### src/rtl/reorder_fifo_ctrl.sv
// Reorder buffer between in-order dispatch push and in-order commit pop.
// Ports: CLK/RST, dispatch push vld/data/rdy, commit head/empty/pop, abort/flush_busy, entry_cnt.
// Optional statistics outputs when REORDER_FIFO_STAT_EN is defined.
module reorder_fifo_ctrl #(
    parameter int DW        = 77,
    parameter int DEPTH     = 16,
    parameter int AW        = $clog2(DEPTH),
    parameter int FLUSH_CYC = 2
) (
    input  logic          CLK,
    input  logic          RST,
    input  logic          dispatch_push_vld,
    input  logic [DW-1:0] dispatch_push_data,
    output logic          dispatch_push_rdy,
    output logic [DW-1:0] commit_fifo,
    output logic          reOrder_fifo_empty,
    input  logic          reOrder_fifo_pop,
    input  logic          commit_abort,
    output logic          flush_busy,
    output logic [AW:0]   entry_cnt
`ifdef REORDER_FIFO_STAT_EN
    ,
    output logic [31:0]   stat_push_cnt,
    output logic [31:0]   stat_flush_cnt,
    output logic [31:0]   stat_full_cyc
`endif
);

    localparam logic [0:0] RUN   = 1'b0;
    localparam logic [0:0] FLUSH = 1'b1;

    logic [DW-1:0] mem [DEPTH];
    logic [AW-1:0] wrPtr;
    logic [AW-1:0] rdPtr;
    logic [AW:0]   entryCnt;
    logic [0:0]    state;
    logic [3:0]    drainCnt;
    logic          full;
    logic          empty;
    logic          push;
    logic          popOk;

    assign full  = (entryCnt == (AW+1)'(DEPTH));
    assign empty = (entryCnt == '0);

    assign dispatch_push_rdy = (state == RUN) & ~full & ~commit_abort & ~RST;
    assign push  = dispatch_push_vld & dispatch_push_rdy;
    assign popOk = reOrder_fifo_pop & ~empty & ~commit_abort;

    // Report empty/idle while reset is held, even before the first edge.
    assign reOrder_fifo_empty = empty | RST;
    assign flush_busy         = (state == FLUSH) & ~RST;
    assign commit_fifo        = mem[rdPtr];
    assign entry_cnt          = entryCnt;

    always_ff @(posedge CLK) begin
        if (push) begin
            mem[wrPtr] <= dispatch_push_data;
        end
    end

    always_ff @(posedge CLK) begin
        if (RST) begin
            wrPtr    <= '0;
            rdPtr    <= '0;
            entryCnt <= '0;
            state    <= RUN;
            drainCnt <= '0;
        end else if (commit_abort) begin
            // Abort discards everything, also when already draining.
            wrPtr    <= '0;
            rdPtr    <= '0;
            entryCnt <= '0;
            state    <= FLUSH;
            drainCnt <= 4'(FLUSH_CYC - 1);
        end else begin
            if (push) begin
                wrPtr <= wrPtr + AW'(1);
            end
            if (popOk) begin
                rdPtr <= rdPtr + AW'(1);
            end
            unique case ({push, popOk})
                2'b10:   entryCnt <= entryCnt + (AW+1)'(1);
                2'b01:   entryCnt <= entryCnt - (AW+1)'(1);
                default: entryCnt <= entryCnt;
            endcase
            if (state == FLUSH) begin
                if (drainCnt == '0) begin
                    state <= RUN;
                end else begin
                    drainCnt <= drainCnt - 4'd1;
                end
            end
        end
    end

`ifdef REORDER_FIFO_STAT_EN
    always_ff @(posedge CLK) begin
        if (RST) begin
            stat_push_cnt  <= '0;
            stat_flush_cnt <= '0;
            stat_full_cyc  <= '0;
        end else begin
            if (push && stat_push_cnt != '1) begin
                stat_push_cnt <= stat_push_cnt + 32'd1;
            end
            if (commit_abort && state == RUN && stat_flush_cnt != '1) begin
                stat_flush_cnt <= stat_flush_cnt + 32'd1;
            end
            if (full && dispatch_push_vld && stat_full_cyc != '1) begin
                stat_full_cyc <= stat_full_cyc + 32'd1;
            end
        end
    end
`endif

endmodule

### config.mk
export PLATFORM = sky130hd
export DESIGN_NAME = reorder_fifo_ctrl
export DESIGN_NICKNAME = d
export VERILOG_FILES = /design/src/rtl/reorder_fifo_ctrl.sv
export SDC_FILE = /design/constraint.sdc
export NUM_CORES = 1
export LEC_CHECK = 0
export CAP_MARGIN = 25
export CELL_PAD_IN_SITES_DETAIL_PLACEMENT = 1
export CELL_PAD_IN_SITES_GLOBAL_PLACEMENT = 2
export CORE_MARGIN = 2
export CORE_UTILIZATION = 56
export CTS_BUF_LIST = sky130_fd_sc_hd__clkbuf_4 sky130_fd_sc_hd__clkbuf_8
export CTS_CLUSTER_SIZE = 12
export DETAILED_ROUTE_END_ITERATION = 10
export GPL_TIMING_DRIVEN = 0
export PLACE_DENSITY = 0.86
export SYNTH_ARGS = -nofsm -noshare
export SYNTH_HDL_FRONTEND = slang
export SYNTH_SLANG_ARGS = --single-unit
### constraint.sdc
create_clock -name CLK -period 19.2 [get_ports CLK]
set_input_delay 2.88 -clock CLK [delete_from_list [all_inputs] [get_ports CLK]]
set_output_delay 2.88 -clock CLK [all_outputs]
set_load 0.01 [all_outputs]
After elaboration in Yosys (flattened, before gate mapping)
Memories as Yosys holds them, arrays and structs flattened. A register that Yosys moved wholly into a read port is not among the register bits.
Cells that the tools add are included.
{"block": "word_totals", "register_bits": 18, "latch_bits": 0, "mem_bits_rw": 1232, "romBits": 0, "input_bits": 82, "out_inout_bits": 85, "n_memories": 1}
{"block": "op_classes", "addsub": 5, "multipliers": 0, "div": 0, "n_lt_le_gt_ge": 0, "eq_ne": 4, "n_shift": 0, "mux": 11, "bitwise": 14, "n_reduce_logical": 7}
{"memory": "mem", "words": 16, "width": 77, "rd": 1, "rd_clocked_by_memory_dff": 1, "wr": 1, "line": "32", "rtl": "logic [DW-1:0] mem [DEPTH];"}
{"op": "one-hot mux 5 bit (2 select lines)", "count": 1}
{"op": "adder 4 x 1 -> 4 bit (second input constant)", "count": 2}
{"op": "2-to-1 mux 1 bit", "count": 8}
{"op": "2-to-1 mux 4 bit", "count": 2}
{"op": "AND 1 bit", "count": 7}
{"op": "NOT 1 bit", "count": 6}
{"op": "adder 5 x 1 -> 5 bit (second input constant)", "count": 1}
{"op": "equality test 5 bit (second input constant)", "count": 1}
{"op": "zero test 5 bit", "count": 1}
{"op": "subtractor 5 x 1 -> 5 bit (second input constant)", "count": 1}
{"op": "zero test 4 bit", "count": 1}
{"op": "AND reduction 2 bit", "count": 2}
{"op": "nonzero test 2 bit", "count": 2}
{"op": "subtractor 4 x 1 -> 4 bit (second input constant)", "count": 1}
{"op": "equality test 2 x 1 -> 1 bit (second input constant)", "count": 1}
{"op": "equality test 2 bit (second input constant)", "count": 1}
{"op": "!= test 2 bit (second input constant)", "count": 1}
{"op": "OR reduction 2 bit", "count": 1}
{"op": "OR 1 bit", "count": 1}

Logic depth before layout (Yosys ltp)
Gate-level depths: netlist of run 1.
{"block": "depth", "ltp_word": 8, "ltp_mapped": 14}

Least setup slack after synthesis of run 1
Ideal clock, no wire load.
{"block": "synth_timing", "kind": "input port to flip-flop", "startpoint": "in commit_abort", "endpoint": "mem mem[11][0] (enable)", "setup_ps": 623, "arrival_time_ps": 9546, "t_required_ps": 18577, "slack_ps": 9031, "cell_stages": 5, "path_buffers": 1, "cell_sequence": "or2_0 -> clkbuf_1 -> a211oi_1 -> nand3_1 -> nor3b_1"}
{"block": "synth_via", "elab_chain_len": 6}
{"item": "start, declared", "line": "18", "rtl": "input logic commit_abort,"}
{"item": "NOT 1 bit", "line": "46", "rtl": "assign dispatch_push_rdy = (state == RUN) & ~full & ~commit_abort & ~RST;"}
{"item": "AND 1 bit (2 in a row)", "line": "46"}
{"item": "net dispatch_push_rdy", "line": "14", "rtl": "output logic dispatch_push_rdy,"}
{"item": "AND 1 bit", "line": "47", "rtl": "assign push = dispatch_push_vld & dispatch_push_rdy;"}
{"item": "2-to-1 mux 1 bit", "line": "57", "rtl": "if (push) begin"}
{"item": "2-to-1 mux 1 bit (not written as such)", "line": "58", "rtl": "mem[wrPtr] <= dispatch_push_data;"}
{"item": "end, declared", "line": "32"}
The timed path passes the listed nets, and every way through them passes these cells.

Final worst setup path of run 1
{"block": "layout_timing", "startpoint": "in RST", "endpoint": "out dispatch_push_rdy"}
{"block": "layout_via", "elab_chain_len": 2}
{"item": "start, declared", "line": "11", "rtl": "input logic RST,"}
{"item": "NOT 1 bit", "line": "46"}
{"item": "AND 1 bit", "line": "46"}
{"item": "end, declared", "line": "14"}
Every way passes these cells.

==> results.txt, run 1 <==
- Synthesis produced 1851 cells.
- Required time reported for the critical path endpoint: 16320 ps
- The number of hold violations in the final report came to 0.
* Number of primary I/O pins: 167
* Die area: between 80000 and 90000 sq um
- Setup repair after global routing missed its margin: no
* Violation count after the first detailed-route iteration: around 2600
- Horizontal extent of the die: 295 um
- Filler cells: approximately 6500
* Final slew viol count: 0
- Max-capacitance violation count: 0
- The clock drives 1254 sinks.
* Worst-case hold slack: 537 ps
- Cell area after synthesis: 47400 sq um
* Worst-case vdd ir drop: 0.0000605 V
- Number of buffers inserted by port buffering: ~170
* Main area contributors after synthesis: sky130_fd_sc_hd__edfxtp_1 (78%), sky130_fd_sc_hd__mux4_2 (18%), sky130_fd_sc_hd__dfxtp_1 (0.93%)
- Post-CTS setup repair buffer count: 0
- For this design, the slowest cell found on the critical path is sky130_fd_sc_hd__clkdlybuf4s50_1.
* Mapped Nets: ~2000
* Clock root cell: sky130_fd_sc_hd__clkbuf_8
- Ordered cell list for the critical path: clkdlybuf4s50_1 -> or2_0 -> clkbuf_1 -> a211oi_1 -> clkdlybuf4s50_1
- For this design, the CTS-stage hold fixing added 0 buffers.
- Placed cell area: roughly 51000 sq um
- In this run the worst hold path is classified as reg2reg.
* Total wire length: 117000 um
- Setup violations remaining at the end of the flow were counted as 0.
* Skew-Pair Late Insertion Delay: roughly 860 ps
* Clock tree from TritonCTS: built
* Static power due to leakage: about 17 nW
* DRC: 0
- The number of buffers and inverters on the critical path is 3.
- Yosys top cell area share: 78.1%
* DRT Pass-1 Iters: 5
- Derived from the worst setup path, the maximum achievable clock frequency is 0.129 GHz.
- sky130_fd_sc_hd__edfxtp_1 is the most common cell in the netlist.
- Global routing consumed, over all layers together, between 20% and 30% of the routing resources.
- Predominant post-synthesis flop cell: sky130_fd_sc_hd__edfxtp_1
* Final weighted congestion of routability-driven global placement: 0.729
- The finished cells cover 55000 sq um.
* Post-CTS sizing: 0
- Using the TritonRoute via totals, the vias-per-cell ratio works out to 6.33.
* Antenna violations before repair: 13
- Entering global routing, the biggest net connects 45 pins.
* Transition time at the pin with the least slew margin: around 1000 ps
* Proportion of layout cells with a drive suffix above 1: 32.6%
- Remaining antenna violation count: 0
- The routed design could run at a clock period as short as 7760 ps.
- Vias in the first global route: roughly 25000
- Number of register bits inferred by synthesis: around 1300
* CTS H-tree lvls: 4
* CTS max path bufs: 3
- The design draws 5.23 mW.
- The final critical path takes up 40.4% of the cycle.
* Post-synth top area cell: sky130_fd_sc_hd__edfxtp_1
* Total number of vias: 22400
- GR Overflow Total: 0
- Max-slew headroom at the worst pin: 30.6%
- In this run the worst path has a maximum fanout of 7.
- Die Y-Extent: 295 um
- The flow ran to the end, and the final reports show no timing, DRC or antenna violations.
- After clock tree synthesis, the clock-pin slew on the worst setup and hold paths is about 60 ps.
- The clock arrives with 47.9 ps of skew.
- Dividing total power by cell area gives a power density of about 95 nW/um^2.
* Top cell types by occurrence after synthesis: sky130_fd_sc_hd__edfxtp_1 (1232), sky130_fd_sc_hd__mux4_2 (385), sky130_fd_sc_hd__clkbuf_1 (43)
- From synthesis to final layout, the design area changed by 16.2%.
- Counting stages on the worst path, the most repeated cell is sky130_fd_sc_hd__clkdlybuf4s50_1.
- Summed over all nets, the half-perimeter wirelength after detailed placement is a little under 70000 um.
* Wire length of the first global-routing pass: 170000 um
* Number of warnings issued by yosys: 0
- Summed over all failing endpoints, the final setup total negative slack is 0 ps.
* # rows: 106
- Effective utilization at floorplan: 56.6%
- Share of flip-flops with an asynchronous set or reset: 0%
- In this run, distinct cell masters in the synthesized netlist total 41.
* Sequential element share of the synthesized area: 79.0%
- Number of buffers added by the clock tree synthesis step: 190
* Critical path endpoint category: output pin
* CP Data Arrival Time: 4880 ps
- Avg Synthesized Cell Area: 25.6 sq um
- Number of enable flip-flop cells after synthesis: 1232
- Final layout net count: 2348
* Startpoint types: input port
* Core area: 83700 sq um
* Setup CP Type: in2out
- In the final routed layout, each cell accounts on average for 33.0 um.
* CP top delay family: buffers and inverters
- Biggest cell delay along the critical path: 620 ps
sequential cells by signal (all words and copies together), names as in the netlist, named ones only:
name / flops
mem: 1232
rdPtr: 4
drainCnt: 4
state: 1
wrPtr: 4
entry_cnt: 5
area by class of cell:
type	count	area [sq um]	area share, %
Sequential cell	1254	37400	68.0
Multi-Input combinational cell	495	9510	17.3
Clock buffer	262	3170	5.76
Timing Repair Buffer	214	2520	4.58
Tap cell	1134	1420	2.58
Buffer	93	494	0.898
Clock inverter	77	450	0.818
Inverter	9	33.8	0.0614
Antenna cell	8	20.0	0.0364
cell usage in the layout, fill, tap and decap left out, drive strengths merged, types with 2 or more instances in the layout:
master	netlist	final
dfxtp	22	22
nor2b	5	5
xor2	8	8
buf	50	98
xnor2	3	3
nor2	15	15
a211oi	2	2
and3	12	12
diode	0	8
a21oi	6	6
and2	2	2
o31ai	2	2
o211ai	3	3
ha	9	9
or4	2	2
bufinv	0	2
nand3b	2	2
or3	3	3
inv	9	18
edfxtp	1232	1232
clkdlybuf4s50	0	166
mux2i	4	4
nand2	8	8
nand3	4	4
nor3	3	3
mux4	385	385
o21ai	5	5
clkinvlp	0	3
clkbuf	43	305
clkinv	0	63
kinds of logic (layout without fill, tap and decap cells):
family / Yosys count / in the layout / share of synthesized area, %
xor gates and xnor gates: 11 / 11 / 0.203
AOI/OAI and AO/OA: 24 / 24 / 0.335
and+or+nand+nor: 61 / 61 / 0.702
adders and majority gates: 9 / 9 / 0.238
DFF: 1254 / 1254 / 79.0
muxes: 390 / 390 / 18.4
buffers and inverters: 102 / 655 / 1.11
other: 0 / 8 / 0
stage by stage:
step | setup WS [ps] | cells | util (%)
after floorplan | 9030 | 1851 | -
after global placement | 861 | 3151 | 60.3
after detailed placement | 11390 | 3199 | 61.4
after CTS | 11380 | 3538 | 65.8
after global routing | 11290 | 3544 | 65.8
final | 11440 | 3546 | 65.8
layer usage:
| layer | vias to the layer above | track usage, % | wire length, um |
|---|---|---|---|
| met3 | 275 | 5.54 | 8590 |
| met5 | - | 0 | 61 |
| met4 | 10 | 10.8 | 3910 |
| met1 | 12100 | 36.5 | 44100 |
| met2 | 1133 | 46.9 | 60200 |
| li1 | 8943 | - | - |
where the power goes:
part | switching (mW) | internal (mW) | total (mW)
Sequential | 0.00238 | 3.01 | 3.01
Combinational | 0.0574 | 0.0378 | 0.0952
Clock | 1.02 | 1.10 | 2.12
Total | 1.08 | 4.15 | 5.23
final timing paths:
kind | slack (ps) | endpoint | startpoint | depth (start not counted)
max | 11440 | dispatch_push_rdy | RST | 5
min | 540 | rdPtr[3] | rdPtr[3] | 2
min reg2reg | 540 | rdPtr[3] | rdPtr[3] | 2
max reg2reg | 15680 | entry_cnt[2] | entry_cnt[1] | 14
tightest hold or removal path: cells and delay by family, from the launching register on:
family           cells  cell delay, ps
AO/OA/AOI/OAI        1              90
AND/OR/NAND/NOR      1              80
flip-flops           1             320
Power figures use the tool's default switching activity.
==> inputs of run 2 (changes only) <==
--- a/config.mk
+++ b/config.mk
@@ -9,12 +9,12 @@
 export CELL_PAD_IN_SITES_DETAIL_PLACEMENT = 1
 export CELL_PAD_IN_SITES_GLOBAL_PLACEMENT = 2
 export CORE_MARGIN = 2
-export CORE_UTILIZATION = 56
+export CORE_UTILIZATION = 52
 export CTS_BUF_LIST = sky130_fd_sc_hd__clkbuf_4 sky130_fd_sc_hd__clkbuf_8
 export CTS_CLUSTER_SIZE = 12
 export DETAILED_ROUTE_END_ITERATION = 10
 export GPL_TIMING_DRIVEN = 0
-export PLACE_DENSITY = 0.86
+export PLACE_DENSITY = 0.81
 export SYNTH_ARGS = -nofsm -noshare
 export SYNTH_HDL_FRONTEND = slang
 export SYNTH_SLANG_ARGS = --single-unit
==> constraint.sdc (replaced) <==
create_clock -name CLK -period 7.2 [get_ports CLK]
set_input_delay 1.08 -clock CLK [delete_from_list [all_inputs] [get_ports CLK]]
set_output_delay 1.08 -clock CLK [all_outputs]
set_load 0.01 [all_outputs]
==> run 2 against run 1 <==
Effect of this change: cell area is 0.44% higher; core utilization down 4.4 points; global-route usage is 2.1 points lower; highest routed layer unchanged.
==> results.txt, run 2 (same netlist as run 1, synthesis figures left out) <==
- Ratio of total power to cell area: 253 nW/um^2
- The worst hold path was traced through 2 stages.
- Most frequent cells in the layout: sky130_fd_sc_hd__edfxtp_1 (1232), sky130_fd_sc_hd__mux4_2 (385), sky130_fd_sc_hd__clkbuf_8 (200)
* Ratio of final minimum period to clock period: roughly 76%
- Data on the critical path arrives at its endpoint at ~4400 ps.
- Count of endpoints failing setup in the final report: 0
- Data on the critical path is required at its endpoint by between 6000 and 7000 ps.
* Final slew viol count: 0
- Max-capacitance violation count: 0
- Share of total power consumed by net switching: between 20% and 30%
- The via count of the first global-routing pass is approximately 24000.
- CTS H-tree lvls: 4
- At the placement stage, the worst setup path has a slack of roughly 2300 ps.
- Largest Register: mem
- In the final layout, the multi-input gates occupy 9520 sq um.
* Number of primary I/O pins: 167
- Combinational Power Share: under 10%
- Flip-flop count of the largest register, all copies and words added: approximately 1200
- Clock skew after layout: 24.6 ps
* Max Clock Freq: 0.183 GHz
* Proportion of layout cells with a drive suffix above 1: about 33%
* Flip-flop and latch area: 37400 sq um
- Skew-Pair Late Insertion Delay: 850 ps
- Number of buffers added by the clock tree synthesis step: 195
* Synthesis-to-finish area growth: 16.7%
- GR Overflow Total: 0
- The clock network is responsible for 40.7% of the overall power.
- Worst-case hold slack: 541 ps
- Source of the worst hold timing path: rdPtr[3]
- Once detail routing completed, the nets flagged for antenna violations numbered 0.
- The routed design has 117000 um of wire.
- Counting along the longest clock path gives a buffer depth of 3.
- For this design, the sink count on the clock tree is around 1300.
- The floorplan has 110 rows.
* Path class of the lowest-slack min-delay path: reg2reg
- TritonCTS built the clock tree.
- The worst path meets setup with 1730 ps of slack.
* Crit Reg-Reg Startpoint: entry_cnt[1]
- Counting tap cells, the placed design contains a total of 3235 instances.
- Routability-driven placement finished with a final weighted congestion of about 0.72.
* Critical path endpoint category: output pin
- Summed over all failing endpoints, the final setup total negative slack is 0 ps.
- In the final routed layout, each cell accounts on average for 32.6 um.
- Transition time at the pin with the least slew margin: 1110 ps
- Number of buffers inserted by port buffering: between 150 and 200
- For met3 alone, demand over resource in global routing was 5.52%.
- The worst register-to-register path has a depth of 9.
- Horizontal extent of the die: 306 um
- Commonest non-fill, non-tap cell in the layout: sky130_fd_sc_hd__edfxtp_1
- Die Y-Extent: 306 um
- Die area: ~94000 sq um
* Hold Fails Final Rpt: 0
- Antenna violations before repair: 15
* Met1 Use GR: about a third
- Net load switching power: 2.87 mW
- The wire-length estimate of the detail-placed layout is 69500 um.
- Clock root cell: sky130_fd_sc_hd__clkbuf_8
* Endpoint of the worst hold path: rdPtr[3]
- The share of total power dissipated in sequential elements is 57.5%.
- Effective utilization at floorplan: 52.6%
- STA classifies the critical path startpoint as a register.
- Static power due to leakage: 16.8 nW
- Setup repair after global routing missed its margin: no
- After floorplanning, the core was sized to cover 90100 sq um.
- R2R setup slack: 3540 ps
* Total number of vias: 22100
- Setup CP Type: reg2out
- Violation count after the first detailed-route iteration: 2275
- After detailed routing, the number of remaining DRC violations is 0.
* Wire length of the first global-routing pass: 171000 um
* Filler cells: 7244
* DRT Pass-1 Iters: 5
- Detailed-route vias per instance: 6.16
* Shortest period the worst path allows: 5470 ps
- Post-CTS sizing: 0
* Max Fanout on Critical Path: 10
- Final Instance Count excl. Fillers: 3590
* Final layout net count: about 2300
* GR met2 Demand/Resource: 43.6%
* Worst-case vdd ir drop: roughly 0.00017 V
- Entering global routing, the biggest net connects 44 pins.
* Max-slew headroom at the worst pin: between 20% and 30%
* Register clock-pin slew on the reported worst setup and hold paths: around 60 ps
- Status: finished clean
* Global Route Usage Sum: between 20% and 30%
- Hold bufs inserted after CTS: 0
- After global routing, the most crowded layer is met2.
- The internal power of the cells totals around 11 mW.
- Post-CTS setup repair buffer count: 0
- The endpoint identified for the worst register-to-register timing path is mem[11][71].
## run 2: cell types whose count changed in the layout (fill, tap and decap cells not counted), moves of 2 or more
cell	before	now
sky130_fd_sc_hd__buf_6	36	16
sky130_fd_sc_hd__clkinv_1	50	43
sky130_fd_sc_hd__inv_12	2	0
sky130_fd_sc_hd__clkbuf_4	70	65
sky130_fd_sc_hd__clkinv_2	12	27
sky130_fd_sc_hd__clkbuf_8	192	200
sky130_fd_sc_hd__inv_8	4	2
sky130_fd_sc_hd__buf_8	4	11
sky130_fd_sc_hd__buf_16	15	23
## run 2: critical path, cell delays in order (launching register included)
cell	delay [ps]
sky130_fd_sc_hd__dfxtp_1	400
sky130_fd_sc_hd__buf_2	390
sky130_fd_sc_hd__buf_2	470
sky130_fd_sc_hd__clkbuf_1	750
sky130_fd_sc_hd__mux4_2	440
sky130_fd_sc_hd__mux4_2	480
sky130_fd_sc_hd__clkdlybuf4s50_1	630
## run 2: per-layer routing
layer / part of all wire (%) / wire length, um
met2: 52 / 60800
met1: 38 / 44600
met5: 0.11 / 131
met4: 2.5 / 2930
met3: 7.4 / 8630
## run 2: how the worst max path moves through the flow
stage	end	slack, ps	start
2_1_floorplan	mem[7][0]	1130	commit_abort
3_3_place_gp	mem[7][67]	-4020	RST
3_5_place_dp	mem[11][68]	2250	RST
4_1_cts	commit_fifo[4]	1600	register
5_1_grt	commit_fifo[4]	1630	register
6_report	commit_fifo[4]	1730	register
## run 2: area by class of cell
class,count,share of cell area [%]
clock inverter,82,0.803
tap,1176,2.66
sequential,1254,67.7
inverter,9,0.0611
buffer,93,0.894
clock buffer,265,5.86
timing repair buffer,209,4.76
multi-input combinational,495,17.2
antenna,7,0.0317
## run 2: metrics by stage
stage	total power, mW	instance area [sq um]	util [%]
detailed placement	8.45	51600	57.2
floorplan	8.26	47400	-
CTS	14.1	55300	61.3
global route	14.4	55300	61.3
global placement	8.42	50500	56.1
finish	14.0	55300	61.3
## run 2: power groups by stage
| stage | clock (mW) | combinational (mW) | sequential (mW) |
|---|---|---|---|
| finish | 5.69 | 0.253 | 8.04 |
| global route | 6.08 | 0.274 | 8.04 |
| CTS | 5.80 | 0.255 | 8.04 |
| detailed placement | 0 | 0.255 | 8.19 |
| global placement | 0 | 0.228 | 8.19 |
| floorplan | 0 | 0.0674 | 8.19 |
==> inputs of run 3 (changes only) <==
==> constraint.sdc (replaced) <==
create_clock -name CLK -period 5.1 [get_ports CLK]
set_input_delay 0.765 -clock CLK [delete_from_list [all_inputs] [get_ports CLK]]
set_output_delay 0.765 -clock CLK [all_outputs]
set_load 0.01 [all_outputs]
==> run 3 against run 2 <==
Effect of this change: final cell count is the same; non-clock buffer count down 3; clock-buffer cell count grew 1; critical endpoint is now commit_fifo[35].
==> results.txt, run 3 (same netlist as run 1, synthesis figures left out) <==
- The initial utilization of the core area, before any placement, comes to 52.6%.
- Minimum setup slack after placement: 599 ps
- Violation count after the first detailed-route iteration: 2464
* Remaining antenna violation count: 0
- Total number of vias: 22100
- Maximum number of pins on one net before global-route repair: 42
* Number of cell instances on the worst register-to-register path: 9
- Max-slew headroom at the worst pin: 37.4%
- For the worst setup path, the data required time is 4340 ps.
- Global Route Usage Sum: 26.0%
* Path class of the lowest-slack min-delay path: reg2reg
- Dividing total power by cell area gives a power density of 359 nW/um^2.
- After clock tree synthesis, the setup repair step added 0 buffers.
- Crit Reg-Reg Startpoint: entry_cnt[2]
- The congestion estimate from routability-driven global placement came to 0.735.
- Of the total power, the share spent switching nets is 20.5%.
- For this design the top-level I/O count stands at 167.
* FF-to-FF End: mem[11][26]
- For this run, the post-layout net count is between 2000 and 2500.
* Shortest period the worst path allows: roughly 5000 ps
- Combinational Power Share: 1.8%
- Largest Register: mem
- Die area: 93600 sq um
* Ratio of final minimum period to clock period: 98.1%
* Antenna violations before repair: 12
* Transition time at the pin with the least slew margin: 939 ps
- Hold Fails Final Rpt: 0
- Clock root cell: sky130_fd_sc_hd__clkbuf_8
- In this run the tool buffered the top-level ports with 166 buffer cells.
* CTS max path bufs: 3
* CP Data Arrival Time: 4240 ps
- For the worst-skew pair, the clock arrives at the later sink with an insertion delay of 860 ps.
- Register share of total power: 57.0%
- Wire length of the first global-routing pass: 172000 um
* Commonest non-fill, non-tap cell in the layout: sky130_fd_sc_hd__edfxtp_1
- Core area: 90100 sq um
- The worst setup path is captured at an output pin.
* Worst setup margin: 94.8 ps
- Max Clock Freq: about 0.2 GHz
- Clock tree from TritonCTS: built
* Synthesis-to-finish area growth: 16.8%
* Detailed-route vias per instance: 6.16
- For this design the total switching power over the nets is 4.07 mW.
- Global routing finished with a remaining overflow of 0.
- CTS H-tree lvls: 4
- Clock skew after layout: 26.0 ps
- The flow ran to the end, and the final reports show no timing, DRC or antenna violations.
- The worst hold path passes through 2 cells.
- The top cell types in the final layout, fill and taps aside, are sky130_fd_sc_hd__edfxtp_1 (1232), sky130_fd_sc_hd__mux4_2 (385), sky130_fd_sc_hd__clkbuf_8 (202).
- The max-slew violation count came to 0.
* Proportion of layout cells with a drive suffix above 1: between 30 and 40%
- Mean routed wirelength per cell: 32.7 um
- Flip-flop count of the largest register, all copies and words added: around 1200
- The worst setup path is of the reg2out kind.
- Horizontal extent of the die: 306 um
* Total wire length: around 120000 um
- Design internal power: 15.8 mW
- Placed cell count: 3232
* Portion of total power attributed to the clock network: 41.2%
- Filler cells: 7230
- Slowest stage cell on the critical path: sky130_fd_sc_hd__clkdlybuf4s50_1
- Register clock-pin slew on the reported worst setup and hold paths: 60 ps
- STA classifies the critical path startpoint as a register.
* Count of endpoints failing setup in the final report: 0
- Number of buffers added by the clock tree synthesis step: 196
- DRT Pass-1 Iters: 5
- Worst-case vdd ir drop: 0.000254 V
- Static power due to leakage: 16.9 nW
- Die Y-Extent: 306 um
* R2R setup slack: approximately 1600 ps
* # rows: 110
- The number of hold buffers added after CTS was 0.
- Vias in the first global route: between 20000 and 25000
- The tightest hold path in the finished design has a slack of between 500 and 600 ps.
* Ordered cell list for the critical path: buf_2 -> buf_2 -> clkdlybuf4s15_2 -> mux4_2 -> mux4_2 -> clkdlybuf4s50_1
- The wire-length estimate of the detail-placed layout is 68800 um.
- Biggest cell delay along the critical path: approximately 660 ps
* Source of the worst hold timing path: rdPtr[3]
- Gates resized during post-CTS repair numbered 23.
- Setup repair after global routing left no endpoint under its margin.
- Along the worst path, the maximum fanout reaches 10.
- In the routed design, unresolved DRC markers number 0.
* Clock tree sinks: 1254
- Once layout is complete, the cells apart from fillers number 3590.
* Max-capacitance violation count: 0
## run 3: cell types whose count changed in the layout (fill, tap and decap cells not counted), sizes merged
| cell | delta |
|---|---|
| clkdlybuf4s15 | +6 |
| bufinv | +2 |
| clkinv | -2 |
| clkinvlp | +2 |
| buf | -8 |
## run 3: layout make-up
cell class                      count  area, sq um  share of cell area, %
Sequential cell                  1254        37400                   67.6
Multi-Input combinational cell    495         9520                   17.2
Clock buffer                      266         3260                   5.89
Timing Repair Buffer              206         2550                   4.60
Tap cell                         1176         1470                   2.66
Buffer                             93          561                   1.01
Clock inverter                     84          500                  0.904
Inverter                            9         33.8                 0.0610
Antenna cell                        7         17.5                 0.0316
## run 3: power by group through the flow
stage,Combinational [mW],Clock [mW],Sequential [mW]
5_1_grt,0.384,8.74,11.3
3_3_place_gp,0.322,0,11.6
6_report,0.355,8.19,11.3
2_1_floorplan,0.0952,0,11.6
4_1_cts,0.356,8.32,11.3
3_5_place_dp,0.356,0,11.6
## run 3: worst max-delay path by stage
stage | from | to | slack, ps | cells after the start
4_1_cts | register | commit_fifo[19] | 6 | 6
2_1_floorplan | commit_abort | mem[11][0] | -270 | 5
5_1_grt | register | commit_fifo[35] | 40 | 6
3_3_place_gp | RST | mem[3][67] | -4820 | 6
6_report | register | commit_fifo[35] | 90 | 6
3_5_place_dp | RST | mem[11][26] | 600 | 10
## run 3: routing by layer
metal / global-route usage, % / up-vias / wire length [um]
li1: - / 8941 / -
met1: 33.8 / 12000 / 45300
met2: 44.5 / 922 / 61500
met3: 5.67 / 213 / 7810
met4: 7.55 / 18 / 2760
met5: 0 / - / 123
## run 3: critical path: cells and delay by family, from the launching register on
family	cells	cell delay, ps
buffers and inverters	4	2110
DFF	1	400
muxes	2	870
## run 3: through the flow
stage / setup TNS, ps / area [sq um] / power (mW) / utilization, %
2_1_floorplan: -38720 / 47400 / 11.7 / -
3_3_place_gp: -2996270 / 50500 / 11.9 / 56.1
3_5_place_dp: 0 / 51500 / 11.9 / 57.1
4_1_cts: 0 / 55300 / 20.0 / 61.3
5_1_grt: 0 / 55300 / 20.5 / 61.4
6_report: 0 / 55300 / 19.9 / 61.4
